**config.mk**
```make
export PLATFORM = sky130hd
export DESIGN_NAME = door_timer
export DESIGN_NICKNAME = d
export VERILOG_FILES = /design/src/rtl/door_timer.sv
export SDC_FILE = /design/constraint.sdc
export NUM_CORES = 1
export LEC_CHECK = 0
export BUFFER_PORTS_ARGS = -buffer_cell sky130_fd_sc_hd__buf_2
export CORE_MARGIN = 1.5
export CORE_UTILIZATION = 54
export DETAILED_ROUTE_END_ITERATION = 6
export GPL_TIMING_DRIVEN = 0
export PLACE_DENSITY = 0.72
export SETUP_SLACK_MARGIN = 0.05
export SLEW_MARGIN = 20
export SYNTH_ARGS = -nofsm -noshare
export SYNTH_HDL_FRONTEND = slang
export SYNTH_SLANG_ARGS = --single-unit
```
**constraint.sdc**
```tcl
create_clock -name clk -period 4.3 [get_ports clk]
set_input_delay 0.215 -clock clk [delete_from_list [all_inputs] [get_ports clk]]
set_output_delay 0.215 -clock clk [all_outputs]
set_load 0.05 [all_outputs]
```
**src/rtl/door_timer.sv**
```systemverilog
// Seconds-in-state timer for the door controller; counts whole seconds spent in OPEN/WAIT/CLOSE.
// Optional hold input enabled by defining DOOR_TIMER_PAUSE_EN.
`ifndef STATE_SIZE
`define STATE_SIZE 2
`endif
`ifndef IDLE
`define IDLE  3'd0
`endif
`ifndef OPEN
`define OPEN  3'd1
`endif
`ifndef WAIT
`define WAIT  3'd2
`endif
`ifndef CLOSE
`define CLOSE 3'd3
`endif
`ifndef PANIC
`define PANIC 3'd4
`endif

module door_timer #(
  parameter int TICKS_PER_SEC = 50000000
) (
  input  logic                 clk,
  input  logic                 rst_n,
  input  logic [`STATE_SIZE:0] state_reg,
`ifdef DOOR_TIMER_PAUSE_EN
  input  logic                 pause,
`endif
  output logic [`STATE_SIZE:0] sec_t,
  output logic                 sec_tick
);

  localparam int PRE_W = $clog2(TICKS_PER_SEC);
  localparam logic [PRE_W-1:0] TERMINAL = PRE_W'(TICKS_PER_SEC - 1);

  logic [`STATE_SIZE:0] state_prev;
  logic [PRE_W-1:0]     prescaler;
  logic [PRE_W-1:0]     prescaler_next;
  logic [`STATE_SIZE:0] sec_t_next;
  logic                 sec_tick_next;
  logic                 counting;

  always_comb begin
    counting = 1'b0;
    case (state_reg)
      `OPEN, `WAIT, `CLOSE: counting = 1'b1;
      default:              counting = 1'b0;
    endcase
  end

  // A state change or a non-counting state restarts the count; saturated sec_t just holds.
  always_comb begin
    prescaler_next = prescaler;
    sec_t_next     = sec_t;
    sec_tick_next  = 1'b0;
    if ((state_reg != state_prev) || !counting) begin
      prescaler_next = '0;
      sec_t_next     = '0;
`ifdef DOOR_TIMER_PAUSE_EN
    end else if (pause) begin
      prescaler_next = prescaler;
      sec_t_next     = sec_t;
`endif
    end else if (prescaler == TERMINAL) begin
      prescaler_next = '0;
      if (sec_t != '1) begin
        sec_t_next    = sec_t + 1'b1;
        sec_tick_next = 1'b1;
      end
    end else begin
      prescaler_next = prescaler + PRE_W'(1);
    end
  end

  always_ff @(posedge clk or negedge rst_n) begin
    if (!rst_n) begin
      state_prev <= `IDLE;
      prescaler  <= '0;
      sec_t      <= '0;
      sec_tick   <= 1'b0;
    end else begin
      state_prev <= state_reg;
      prescaler  <= prescaler_next;
      sec_t      <= sec_t_next;
      sec_tick   <= sec_tick_next;
    end
  end

endmodule

```
==> results.sh, run 1 <==
export IMPL_yosysTopAreaCell="dfrtp_1"
export IMPL_grt_pass1_vias=1360
export IMPL_wire_per_inst_um=15.9
export IMPL_synthTopCellsByArea="dfrtp_1 (46%), nor3_1 (5.0%), nand3_1 (4.2%)"
export IMPL_dieArea_um2=3660
export IMPL_synth_seq_area_share=0.463
export IMPL_clkPwrFrac=0.351
export IMPL_tns_ns=0
export IMPL_track_usage=0.239
export IMPL_critPathArrivalTime_ns=2.59
export IMPL_cts_sinks=33
export IMPL_avgSynthCellArea_um2=10.1
export IMPL_synth_edf_count=0
export IMPL_p_switching_mw=0.112
export IMPL_worst_setup_path_end_kind="register"
export IMPL_p_leak_nw=0.737
export IMPL_gp_congestion=0.887
export IMPL_cts_setup_buffers=0
export IMPL_worstMarginPinSlew_ns=0.746
export IMPL_finalMaxSlewViolations=0
export IMPL_grt_pass1_wl_um=6390
export IMPL_min_period_over_period=0.556
export IMPL_syn_to_final_growth_pct=10.1
export IMPL_drc=0
export IMPL_cp_max_fo=10
export IMPL_ys_ff_latch=33
export IMPL_grtUsageMet2=0.368
export IMPL_core_region_area_um2=3100
export IMPL_irDropWorstVdd_mv=0.173
export IMPL_r2r_setup_slack_ns=1.91
export IMPL_critPathRequiredTime_ns=4.50
export IMPL_drtIter0Drc=105
export IMPL_die_h_um=60.5
export IMPL_post_synth_top_count_cell="dfrtp_1"
export IMPL_grtUsageMet3=0.0640
export IMPL_yosysTopAreaCellShare=0.463
export IMPL_min_period_ns=2.39
export IMPL_seq_power_share=0.618
export IMPL_grt_max_degree=34
export IMPL_p_sw_frac=0.222
export IMPL_layout_drive_gt1_share=0.154
export IMPL_netlist_instances=177
export IMPL_power_frac_comb=0.031
export IMPL_cts_buffers=5
export IMPL_n_fill_cell=300
export IMPL_rows=20
export IMPL_cts_tree="built"
export IMPL_hold_class="input pin to register"
export IMPL_syn_num_nets=186
export IMPL_drtPass1Iterations=4
export IMPL_setup_violations=0
export IMPL_viasPerCell=6.23
export IMPL_clkLatencyLatePin_ns=0.33
export IMPL_power_density_nw_per_um2=258
export IMPL_io_buffers=8
export IMPL_antenna_left=0
export IMPL_synthArstFlopShare=1.00
export IMPL_initial_core_util=0.575
export IMPL_gr_total_overflow=0
export IMPL_skew_ns=0.00306
export IMPL_crit_type="register to register"
export IMPL_cts_root_buf="clkbuf_4"
export IMPL_timing_final_hold_violations=0
export IMPL_holdWs_ns=0.0251
export IMPL_rsz0062_at_grt="false"
export IMPL_synth_ff_type="dfrtp_1"
export IMPL_final_nets=204
export IMPL_diodes=0
export IMPL_gr_usage_met1=0.325
export IMPL_antenna_found_initial=0
export IMPL_power_internal_mw=0.394
export IMPL_outcome="completed"
export IMPL_dieWidth_um=60.5
export IMPL_cts_clk_slew_worst_paths_ns=0.09
export IMPL_htreeDepth=2
export IMPL_io_pins=9
export IMPL_vias=1488
export IMPL_synth_distinct_cells=38
export IMPL_cts_path_max_buffers=2
export IMPL_cap_violations=0
export IMPL_ys_top_cells_by_count="dfrtp_1 (33), nor3_1 (18), nand3_1 (15), nand4_1 (11), a211oi_1 (9)"
export IMPL_max_freq_ghz=0.419
export IMPL_synth_area_um2=1790
export IMPL_dp_hpwl_um=2570
export IMPL_ctsResizeCount=0
export IMPL_totalWireLength_um=3790
export IMPL_cp_start_kind="register"
export IMPL_maxSlewHeadroom=0.503
export IMPL_busiest_layer="met2"
export IMPL_synth_warnings=0
## power groups by stage
stage	clock, mW	sequential (mW)	combinational [mW]
5_1_grt	0.201	0.313	0.0180
2_1_floorplan	0	0.319	0.00406
3_5_place_dp	0	0.319	0.0139
6_report	0.178	0.313	0.0157
4_1_cts	0.185	0.313	0.0160
3_3_place_gp	0	0.319	0.0134
## timing repair
| item | CTS | global route |
|---|---|---|
| setup endpoints to repair | 0 | 0 |
| hold buffers | 3 | 0 |
| endpoints found under the hold margin | 35 | 0 |
## layer usage
metal  vias to the layer above  part of all wire
met1                       729              0.46
met5                         -                 0
met2                        35              0.49
met4                         0             0.013
met3                        10             0.040
li1                        714                 -
## layout make-up
class / count / area (um^2) / share of cell area
buffer: 10 / 48.8 / 0.0248
timing repair buffer: 11 / 70.1 / 0.0356
sequential: 33 / 826 / 0.420
tap: 44 / 55.1 / 0.0280
multi-input combinational: 131 / 900 / 0.458
clock buffer: 7 / 55.1 / 0.0280
inverter: 3 / 11.3 / 0.00573
## final timing paths
kind                                    from       endpoint  cells after the start
worst max-delay path            prescaler[7]   prescaler[2]                      6
worst min-delay path            state_reg[1]  state_prev[1]                      1
worst max register to register  prescaler[7]   prescaler[2]                      6
worst min register to register  prescaler[0]   prescaler[0]                      1
max in group asynchronous              rst_n   prescaler[1]                      2
min in group asynchronous              rst_n  prescaler[14]                      2
## placed cells by master, fill, tap and decap left out, drive strengths merged, types with 4 or more instances in the layout
master,instances
o21ai,8
xor2,8
ha,4
nand2,6
a211oi,11
buf,12
clkbuf,13
dfrtp,33
and4,6
nand4,12
nor3,19
or3,9
xnor2,6
nand3,15
## logic make-up after synthesis
kind of cell / Yosys count / synth area share
DFF: 33 / 0.463
adders and majority gates: 4 / 0.0280
xor gates and xnor gates: 14 / 0.0687
and+or+nand+nor: 84 / 0.288
buffers and inverters: 13 / 0.0336
AOI/OAI and AO/OA: 29 / 0.119
## state kept, by name (all words and copies together), names as in the netlist
signal      cells
prescaler      26
sec_t           3
state_prev      3
sec_tick        1
## through the flow
stage / worst slack (ns) / power [mW] / area (um^2) / utilization / std cells
after global routing: 1.71 / 0.532 / 1970 / 0.633 / 239
after floorplan: 2.45 / 0.323 / 1790 / - / 177
after CTS: 1.93 / 0.513 / 1970 / 0.633 / 239
final: 1.91 / 0.506 / 1970 / 0.633 / 239
after global placement: 2.02 / 0.332 / 1880 / 0.606 / 229
after detailed placement: 1.93 / 0.333 / 1880 / 0.606 / 229
## worst max-delay path: stages, from the launching register on
cell	delay [ns]
dfrtp_1	0.37
clkbuf_1	0.20
nor4bb_1	0.30
nand4_1	0.37
nor3_2	0.59
buf_2	0.35
nor3_1	0.08
(Power assumes the default switching activity.)
==> run 2: changes to the inputs <==
--- a/config.mk
+++ b/config.mk
@@ -5,12 +5,13 @@
 export SDC_FILE = /design/constraint.sdc
 export NUM_CORES = 1
 export LEC_CHECK = 0
+export ABC_AREA = 1
 export BUFFER_PORTS_ARGS = -buffer_cell sky130_fd_sc_hd__buf_2
 export CORE_MARGIN = 1.5
 export CORE_UTILIZATION = 54
 export DETAILED_ROUTE_END_ITERATION = 6
 export GPL_TIMING_DRIVEN = 0
-export PLACE_DENSITY = 0.72
+export PLACE_DENSITY = 0.71
 export SETUP_SLACK_MARGIN = 0.05
 export SLEW_MARGIN = 20
 export SYNTH_ARGS = -nofsm -noshare
==> constraint.sdc (replaced) <==
create_clock -name clk -period 2.37 [get_ports clk]
set_input_delay 0.1185 -clock clk [delete_from_list [all_inputs] [get_ports clk]]
set_output_delay 0.1185 -clock clk [all_outputs]
set_load 0.05 [all_outputs]
==> results.sh, run 2 <==
export IMPL_critPathArrivalTime_ns=1.73
export IMPL_cts_clk_slew_worst_paths_ns=0.07
export IMPL_irDropWorstVdd_mv=0.395
export IMPL_finalMaxSlewViolations=0
export IMPL_rr_startpoint="prescaler[0]"
export IMPL_yosysTopAreaCell="dfrtp_1"
export IMPL_reg2regPathDepth=9
export IMPL_synthArstFlopShare=1.00
export IMPL_post_synth_top_count_cell="nand2_1"
export IMPL_synth_ff_type="dfrtp_1"
export IMPL_hold_class="input pin to async pin"
export IMPL_viasPerCell=5.00
export IMPL_io_pins=9
export IMPL_gp_congestion=0.892
export IMPL_critPathMostFrequentCell="nor2_1"
export IMPL_place_ws_ns=0.863
export IMPL_cap_violations=0
export IMPL_maxSlewHeadroom=0.500
export IMPL_timing_final_hold_violations=0
export IMPL_ys_ff_latch=33
export IMPL_critPathRequiredTime_ns=2.58
export IMPL_n_fill_cell=352
export IMPL_ys_top_cells_by_count="nand2_1 (82), nor2_1 (74), inv_1 (35), dfrtp_1 (33), nand3_1 (12)"
export IMPL_core_region_area_um2=3660
export IMPL_critical_path_top_delay_family="buffers and inverters"
export IMPL_setup_ws_ns=0.852
export IMPL_min_period_ns=1.52
export IMPL_outcome="completed"
export IMPL_avgSynthCellArea_um2=7.07
export IMPL_r2r_setup_slack_ns=0.87
export IMPL_cts_root_buf="clkbuf_8"
export IMPL_dieArea_um2=4160
export IMPL_cpMaxStageDelayCell="dlygate4sd3_1"
export IMPL_cts_sinks=33
export IMPL_io_buffers=8
export IMPL_crit_type="input pin to register"
export IMPL_cp_start_kind="input pin"
export IMPL_clkLatencyLatePin_ns=0.28
export IMPL_total_power_mw=1.00
export IMPL_max_stage_delay_ns=0.53
export IMPL_syn_num_nets=298
export IMPL_drtIter0Drc=134
export IMPL_r2r_end="prescaler[19]"
export IMPL_cp_max_fo=10
export IMPL_synth_seq_area_share=0.404
export IMPL_grt_pass1_wl_um=7590
export IMPL_synthTopCellsByArea="dfrtp_1 (40%), nand2_1 (15%), nor2_1 (14%)"
export IMPL_path_buf_inv=3
export IMPL_netlist_instances=289
export IMPL_cts_path_max_buffers=2
export IMPL_cts_buffers=5
export IMPL_synth_distinct_cells=22
export IMPL_tns_ns=0
export IMPL_die_h_um=64.5
export IMPL_min_period_over_period=0.640
export IMPL_rsz0062_at_grt="false"
export IMPL_p_leak_nw=1.01
export IMPL_synth_warnings=0
export IMPL_synth_area_um2=2040
export IMPL_ctsHoldBuffers=4
export IMPL_wire_per_inst_um=11.9
export IMPL_final_nets=317
export IMPL_diodes=0
export IMPL_grt_pass1_vias=1724
export IMPL_ctsResizeCount=0
export IMPL_top_register="prescaler"
export IMPL_worst_setup_path_end_kind="register"
export IMPL_drtPass1Iterations=6
export IMPL_grt_max_degree=34
export IMPL_reg_top3="prescaler x26, sec_t x3, state_prev x3"
export IMPL_largest_reg_flops=26
export IMPL_placed_cell_area_um2=2140
export IMPL_rows=22
export IMPL_final_cell_mix="nand2_1 (82), nor2_1 (74), inv_1 (35)"
export IMPL_layout_commonest_cell="nand2_1"
export IMPL_initial_core_util=0.558
export IMPL_power_density_nw_per_um2=443
export IMPL_totalWireLength_um=4240
export IMPL_worstMarginPinSlew_ns=0.750
export IMPL_htreeDepth=2
export IMPL_antenna_left=0
export IMPL_dp_hpwl_um=3250
export IMPL_gr_total_overflow=0
export IMPL_drc=0
export IMPL_vias=1785
export IMPL_cp_cell_sequence="dlygate4sd3_1 -> buf_2 -> nor2_1 -> o21ai_0 -> nand3b_4 -> nor2_4 -> buf_6 -> nand2_1 -> nor2_1"
export IMPL_setup_violations=0
export IMPL_cts_tree="built"
export IMPL_max_freq_ghz=0.659
export IMPL_antenna_found_initial=0
export IMPL_yosysTopAreaCellShare=0.404
export IMPL_syn_to_final_growth_pct=10.8
export IMPL_track_usage=0.237
export IMPL_layout_drive_gt1_share=0.113
export IMPL_cts_setup_buffers=0
export IMPL_dieWidth_um=64.5
export IMPL_fin_area_um2=2260
export IMPL_finish_utilization=0.619
export IMPL_skew_ns=0.00945
export IMPL_synth_edf_count=0
[run 2: changes by cell type after synthesis, moves of 4 or more]
cell,before,now
nor2_2,0,4
nor2_4,0,6
nand4_1,11,5
or3_1,8,0
nand3_2,0,4
nor3_1,18,4
a211oi_1,9,0
clkbuf_1,6,0
nor2_1,3,74
nand2_1,6,82
and4_1,5,0
o21ai_0,8,1
inv_1,3,35
[run 2: cells by family after synthesis]
logic type               share of synthesized area
AND/OR/NAND/NOR                              0.441
buffers and inverters                       0.0716
flip-flops                                   0.404
XOR/XNOR                                    0.0471
AO/OA/AOI/OAI                               0.0122
adder cells (fa/ha/maj)                     0.0245
[run 2: worst max-delay path by stage]
stage | startpoint | cells after the start | slack [ns] | to
2_1_floorplan | sec_t[0] | 6 | 0.89 | sec_t[0]
3_3_place_gp | prescaler[0] | 9 | 0.86 | prescaler[19]
3_5_place_dp | prescaler[0] | 9 | 0.86 | prescaler[19]
4_1_cts | state_reg[2] | 9 | 0.84 | prescaler[14]
5_1_grt | prescaler[0] | 9 | 0.67 | prescaler[18]
6_report | state_reg[2] | 9 | 0.85 | prescaler[21]
[run 2: power breakdown]
group / total, mW / internal (mW) / switching (mW)
clock: 0.394 / 0.208 / 0.186
combinational: 0.0392 / 0.0131 / 0.0261
sequential: 0.569 / 0.567 / 0.00200
[run 2: area by class of cell]
cell class / count / area [um^2] / share of cell area
repair buffers: 12 / 80.1 / 0.0354
plain buffers: 1 / 11.3 / 0.00497
flip-flops and latches: 33 / 826 / 0.365
clock buffers: 8 / 80.1 / 0.0354
multi-input cells: 219 / 1070 / 0.473
inverters: 36 / 135 / 0.0597
well taps: 48 / 60.1 / 0.0265
[run 2: through the flow]
step / instances / hold slack [ns]
finish: 357 / 0.438
global route: 357 / 0.497
CTS: 357 / 0.464
detailed placement: 345 / 0.224
global placement: 345 / 0.220
floorplan: 289 / -0.177
[run 2: routing by layer]
metal  part of all wire  wire length (um)  vias up  global-route usage
met4             0.0050                21        0              0.0585
li1                   -                 -      919                   -
met1               0.47              1970      822               0.301
met3              0.056               238        2              0.0625
met2               0.47              2010       42               0.402
met5                  0                 0        -                   0
